[config.mk]
export PLATFORM = sky130hd
export DESIGN_NAME = variable_precision_mac
export DESIGN_NICKNAME = d
export VERILOG_FILES = /design/src/rtl/vpmac_pkg.sv /design/src/rtl/vpmac_lane_mul.sv /design/src/rtl/variable_precision_mac.sv
export SDC_FILE = /design/constraint.sdc
export NUM_CORES = 2
export LEC_CHECK = 0
export CAP_MARGIN = 5
export CORE_MARGIN = 2
export CORE_UTILIZATION = 66
export CTS_CLUSTER_SIZE = 20
export DETAILED_ROUTE_END_ITERATION = 16
export GPL_TIMING_DRIVEN = 0
export HOLD_SLACK_MARGIN = 0.15
export PLACE_DENSITY_LB_ADDON = 0.15
export SYNTH_ARGS = -nofsm -noshare
export SYNTH_HDL_FRONTEND = slang
export SYNTH_HIERARCHICAL = 1
export SYNTH_SLANG_ARGS = --single-unit
export TNS_END_PERCENT = 1
[constraint.sdc]
create_clock -name clk -period 13.8 [get_ports clk]
set_input_delay 2.07 -clock clk [delete_from_list [all_inputs] [get_ports clk]]
set_output_delay 2.07 -clock clk [all_outputs]
set_load 0.02 [all_outputs]
[src/rtl/vpmac_pkg.sv]
// rtl/vpmac_pkg.sv - mode encodings, slot multiplier and lane-width helper for variable_precision_mac
package vpmac_pkg;

  localparam logic [1:0] MODE_4    = 2'b00;
  localparam logic [1:0] MODE_8    = 2'b01;
  localparam logic [1:0] MODE_16   = 2'b10;
  localparam logic [1:0] MODE_RSVD = 2'b11;

  // Each lane's result slot is this many times the lane width.
  localparam int SLOT_MUL = 4;

  function automatic int lane_width(input logic [1:0] mode);
    case (mode)
      MODE_4:  return 4;
      MODE_8:  return 8;
      MODE_16: return 16;
      default: return 0;
    endcase
  endfunction

endpackage

[src/rtl/vpmac_lane_mul.sv]
// rtl/vpmac_lane_mul.sv - one LW x LW lane product, sign- or zero-extended into a SLOT_MUL*LW slot
import vpmac_pkg::*;

module vpmac_lane_mul #(
  parameter int LW = 4
) (
  input  logic [LW-1:0]          a,
  input  logic [LW-1:0]          b,
  input  logic                   sgn,
  output logic [SLOT_MUL*LW-1:0] slot
);

  localparam int SW = SLOT_MUL * LW;

  logic [SW-1:0] a_ext;
  logic [SW-1:0] b_ext;

  // The full product fits in 2*LW bits, so multiplying the extended operands
  // modulo 2^SW yields the correctly extended product.
  assign a_ext = {{(SW-LW){sgn & a[LW-1]}}, a};
  assign b_ext = {{(SW-LW){sgn & b[LW-1]}}, b};
  assign slot  = a_ext * b_ext;

endmodule

[src/rtl/variable_precision_mac.sv]
// rtl/variable_precision_mac.sv - two-stage variable-precision MAC; VPMAC_SAT_EN enables saturating slots
import vpmac_pkg::*;

module variable_precision_mac #(
  parameter  int DATA_W = 16,
  localparam int RES_W  = SLOT_MUL * DATA_W
) (
  input  logic              clk,
  input  logic              rst,
  input  logic              in_valid,
  output logic              in_ready,
  input  logic [DATA_W-1:0] a,
  input  logic [DATA_W-1:0] b,
  input  logic [1:0]        mode,
  input  logic              sgn,
  input  logic              acc,
  output logic              out_valid,
  input  logic              out_ready,
  output logic [RES_W-1:0]  result,
  output logic              sat_flag
);

  logic              s1_valid;
  logic [DATA_W-1:0] s1_a;
  logic [DATA_W-1:0] s1_b;
  logic [1:0]        s1_mode;
  logic              s1_sgn;
  logic              s1_acc;
  logic [1:0]        held_mode;
  logic              held_sgn;

  logic              adv;
  logic              s2_wr;
  logic              do_acc;
  logic [RES_W-1:0]  old_res;
  logic [2:0][RES_W-1:0] nres;
  logic [RES_W-1:0]  next_res;

  assign adv      = !out_valid || out_ready;
  assign in_ready = !s1_valid || adv;
  assign s2_wr    = s1_valid && adv;
  assign do_acc   = s1_acc && (s1_mode == held_mode) && (s1_sgn == held_sgn);
  assign old_res  = do_acc ? result : '0;

`ifdef VPMAC_SAT_EN
  logic [2:0] clip_any;
  logic       next_sat;
`endif

  // One full-width datapath per lane width; the held mode picks which one lands.
  for (genvar g = 0; g < 3; g++) begin : g_width
    localparam int LW = lane_width(2'(g));
    localparam int SW = SLOT_MUL * LW;
    localparam int NL = DATA_W / LW;
`ifdef VPMAC_SAT_EN
    logic [NL-1:0] lane_clip;
`endif
    for (genvar i = 0; i < NL; i++) begin : g_lane
      logic [SW-1:0] prod;
      logic [SW-1:0] old;

      vpmac_lane_mul #(.LW(LW)) u_mul (
        .a    (s1_a[i*LW +: LW]),
        .b    (s1_b[i*LW +: LW]),
        .sgn  (s1_sgn),
        .slot (prod)
      );

      assign old = old_res[i*SW +: SW];
`ifdef VPMAC_SAT_EN
      logic [SW:0] sum;
      logic        ovf;
      assign sum = {1'b0, old} + {1'b0, prod};
      assign ovf = s1_sgn ? ((old[SW-1] == prod[SW-1]) && (sum[SW-1] != old[SW-1])) : sum[SW];
      assign lane_clip[i] = ovf;
      assign nres[g][i*SW +: SW] = !ovf    ? sum[SW-1:0] :
                                   !s1_sgn ? {SW{1'b1}} :
                                   old[SW-1] ? {1'b1, {(SW-1){1'b0}}} : {1'b0, {(SW-1){1'b1}}};
`else
      assign nres[g][i*SW +: SW] = old + prod;
`endif
    end
`ifdef VPMAC_SAT_EN
    assign clip_any[g] = |lane_clip;
`endif
  end

  always_comb begin
    next_res = '0;
    case (s1_mode)
      MODE_4:  next_res = nres[0];
      MODE_8:  next_res = nres[1];
      MODE_16: next_res = nres[2];
      default: next_res = '0;
    endcase
  end

  always_ff @(posedge clk or posedge rst) begin
    if (rst) begin
      s1_valid  <= 1'b0;
      s1_a      <= '0;
      s1_b      <= '0;
      s1_mode   <= MODE_RSVD;
      s1_sgn    <= 1'b0;
      s1_acc    <= 1'b0;
      held_mode <= MODE_RSVD;
      held_sgn  <= 1'b0;
      result    <= '0;
      out_valid <= 1'b0;
    end else begin
      if (in_valid && in_ready) begin
        s1_valid <= 1'b1;
        s1_a     <= a;
        s1_b     <= b;
        s1_mode  <= mode;
        s1_sgn   <= sgn;
        s1_acc   <= acc;
      end else if (s2_wr) begin
        s1_valid <= 1'b0;
      end
      if (s2_wr) begin
        result    <= next_res;
        held_mode <= s1_mode;
        held_sgn  <= s1_sgn;
        out_valid <= 1'b1;
      end else if (out_ready) begin
        out_valid <= 1'b0;
      end
    end
  end

`ifdef VPMAC_SAT_EN
  always_comb begin
    next_sat = 1'b0;
    case (s1_mode)
      MODE_4:  next_sat = clip_any[0];
      MODE_8:  next_sat = clip_any[1];
      MODE_16: next_sat = clip_any[2];
      default: next_sat = 1'b0;
    endcase
  end

  always_ff @(posedge clk or posedge rst) begin
    if (rst)        sat_flag <= 1'b0;
    else if (s2_wr) sat_flag <= next_sat;
  end
`else
  assign sat_flag = 1'b0;
`endif

endmodule

==> qor.yml <==
floorplanning:
  die_y_um: 257
  rows: 92
  io_pins: 107
  die_area_um2: 65800
  coreArea_um2: 63100
  die_x_um: 257
  initial_utilization_pct: 66.7
cells_and_area:
  layout.nets: 6337
  drive_above_1_share_pct: 6.08
  synthToLayoutAreaGrowth_pct: 6.23
  fin_cells: 6365
logic_synthesis:
  synth_compound_area_share_pct: 19.8
  synthXorXnorAreaFrac_pct: 9.07
  synth_mux_area_share_pct: 1.35
  syn_area_um2: 42100
  yosysSeqAreaShare_pct: 6.25
  synthCells: 5381
  synth_area_leaders: "fa_1 (24%), ha_1 (8.5%), inv_1 (6.3%)"
  yosys.area_share.simple_pct: 18.0
  synth_top_family_by_area: "adder cells"
  syn_area_per_cell_um2: 7.82
  synth.largest_area_cell: "fa_1"
  syn_nets: 6212
  synth_ff_type: "dfrtp_1"
  synth_edf_count: 0
  synth_warnings: 6
  synth-seq-cells: 105
  async_reset_ff_share_pct: 100
  synth_top_cell_area_share_pct: 24.0
  synthAdderAreaFrac_pct: 34.0
  ys_types: 119
timing:
  setup_viol: 0
  skew_ns: 0.0349
  max_freq_ghz: 0.0862
  maxSlewHeadroom_pct: 0.588
  drv_slew: 0
  hold_violations: 0
  layout_min_cycle_time_ns: 11.60
  worstMarginPinSlew_ns: 1.49
  period_share_pct: 84.1
  final.setup.tns_ns: 0
  rsz0062_at_grt: "no"
worst_hold_path:
  worstHoldPathType: "reg2reg"
setup_path:
  arrival_ns: 11.84
  cp-end-kind: "flip-flop"
  crit_fanout: 38
  path_common_cell: "buf_2"
  max_stage_delay_ns: 1.07
  crit_slowest_cell: "buf_1"
  critPathKind: "reg2reg"
  crit_family: "buffers and inverters"
  worstPathRequired_ns: 14.04
  crit_buf_inv: 10
  startpoint_type: "flip-flop"
route:
  wl_per_cell_um: 23.6
  vias: 41500
  drtAntennaViolNets: 0
  drt_wl_total_um: 150000
  via_per_inst: 6.52
  drt_first_pass_iters: 7
  drc: 0
  drtIter0Drc: 5065
clock_tree:
  path_clk_slew_ns: 0.12
  cts.repair.resized: 0
  clock_latency_ns: 0.44
  cts_root_buf: "clkbuf_16"
  cts.sinks: 105
  clock_path_buffers: 2
  post-cts-setup-buffer-count: 0
  numCtsBuffers: 9
  cts_max_level: 3
  cts_tree: "built"
  ctsHoldBuffers: 0
grt:
  grt_usage_pct: 45.4
  grt_pass1_vias: 40200
  grt_remaining_overflow: 0
  grt_start_max_net_pins: 66
  grt_pass1_wl_um: 230000
  antenna_found_initial: 4
run_status:
  outcome: "finished, violations left"
  violations: "capacitance limit"
place:
  dp_cells: 6340
  port_buffers: 105
  gp_congestion: 1.07
  place_hpwl_um: 116000
flow_run:
  maxCapViolCount: 1
[synthesized netlist by cell type (all sizes together) (29+ instances only)]
| library cell | n |
|---|---|
| nand2b | 32 |
| nor2b | 33 |
| a31oi | 140 |
| inv | 706 |
| and3 | 43 |
| and2 | 278 |
| ha | 286 |
| o21ai | 308 |
| fa | 505 |
| o21bai | 29 |
| nor3 | 50 |
| nor2 | 329 |
| a22oi | 32 |
| a21oi | 314 |
| clkbuf | 247 |
| a21o | 41 |
| nand2 | 529 |
| o221ai | 29 |
| mux2 | 38 |
| xor2 | 134 |
| dfrtp | 101 |
| nand3 | 69 |
| o21a | 43 |
| o211ai | 61 |
| maj3 | 64 |
| a211oi | 32 |
| buf | 188 |
| xnor2 | 298 |
[kinds of logic (layout without fill, tap and decap cells)]
logic type,after synthesis,after routing
buf+inv,1143,1273
flops,105,105
compound gates,1261,1261
other cells,1,9
simple gates,1532,1532
xor+xnor,432,432
mux,52,52
fa+ha+maj,855,855
[layer usage]
layer	track usage (%)	part of all wire, %
met2	68.1	42
met4	31.0	8.4
met3	12.0	13
met1	57.3	37
met5	0	0
[cell type report]
type	instances	area, um^2
clock inverters	7	86.3
well taps	846	1060
inverters	708	2660
flip-flops and latches	105	2630
repair buffers	114	1190
fillers	5300	18400
clock buffers	9	225
diodes	8	20.0
multi-input cells	4133	34600
plain buffers	435	2200
[worst paths after layout]
check	end	start	depth (start not counted)	slack, ns
worst max-delay path	result[13]	s1_sgn	27	2.20
worst min-delay path	held_mode[0]	held_mode[0]	2	0.52
worst max register to register	result[13]	s1_sgn	27	2.20
worst min register to register	held_mode[0]	held_mode[0]	2	0.52
max in group asynchronous	s1_mode[1]	rst	3	10.82
min in group asynchronous	result[10]	rst	2	2.18
[worst reg2reg max path, stage by stage, from the launching register on]
cell	delay, ns
dfrtp_2	0.98
xor2_2	0.32
nor4_4	0.69
buf_2	0.40
buf_6	0.21
buf_6	0.22
buf_2	0.37
buf_1	1.08
buf_6	0.36
buf_2	0.52
buf_2	0.56
buf_1	1.02
clkbuf_1	0.87
and2_1	0.29
ha_1	0.21
nand3_1	0.11
o41ai_1	0.23
nand2_1	0.27
nor4_1	0.81
o221ai_1	0.25
and3_1	0.25
a211oi_1	0.31
nor3_2	0.12
a211oi_1	0.16
or3_1	0.20
xnor2_1	0.12
a222oi_1	0.34
o21ai_0	0.17
[metrics by stage]
| step | setup slack [ns] | hold WS [ns] | utilization (%) | cell area (um^2) |
|---|---|---|---|---|
| detailed placement | 2.68 | 0.503 | 70.4 | 44400 |
| global placement | 0.266 | 0.489 | 70.1 | 44200 |
| CTS | 2.65 | 0.517 | 70.8 | 44700 |
| finish | 2.20 | 0.515 | 70.9 | 44700 |
| floorplan | 3.70 | 0.471 | - | 42100 |
| global route | 1.83 | 0.532 | 70.9 | 44700 |
[cell usage in the layout (no fill, tap or decap), types with 25 or more instances in the layout]
master           synthesis  routed
or2_2                   25      25
a21oi_1                304     304
xor2_1                 131     131
fa_1                   505     505
nor3_1                  48      48
a211oi_1                30      30
ha_1                   286     286
buf_4                   92      93
dfrtp_1                101     100
nor2_1                 327     326
nand2_1                529     529
a31oi_1                137     137
maj3_1                  63      63
o21ai_0                291     291
a21o_1                  41      41
o221ai_1                27      27
xnor2_1                298     294
mux2_2                  38      38
clkdlybuf4s50_1          0     105
nor2b_1                 33      33
and3_1                  43      43
and2_1                 278     278
o21a_1                  43      43
nor4bb_1                25      25
nand3_1                 69      69
buf_2                   27      28
buf_1                   45      45
nand2b_1                32      32
o211ai_1                55      55
clkbuf_1               245     245
inv_1                  705     704
o21bai_1                27      27
a22oi_1                 30      30
[sequential cells by signal, summed over array words and instances, names as in the netlist]
signal and flops:
s1_b 16, s1_sgn 1, s1_valid 1, out_valid 1, s1_acc 1, held_sgn 1
s1_mode 2, result 64, s1_a 16, held_mode 2
Power is not shown: default switching activity piles up to over one toggle a cycle in this logic, so the estimate is an artifact.
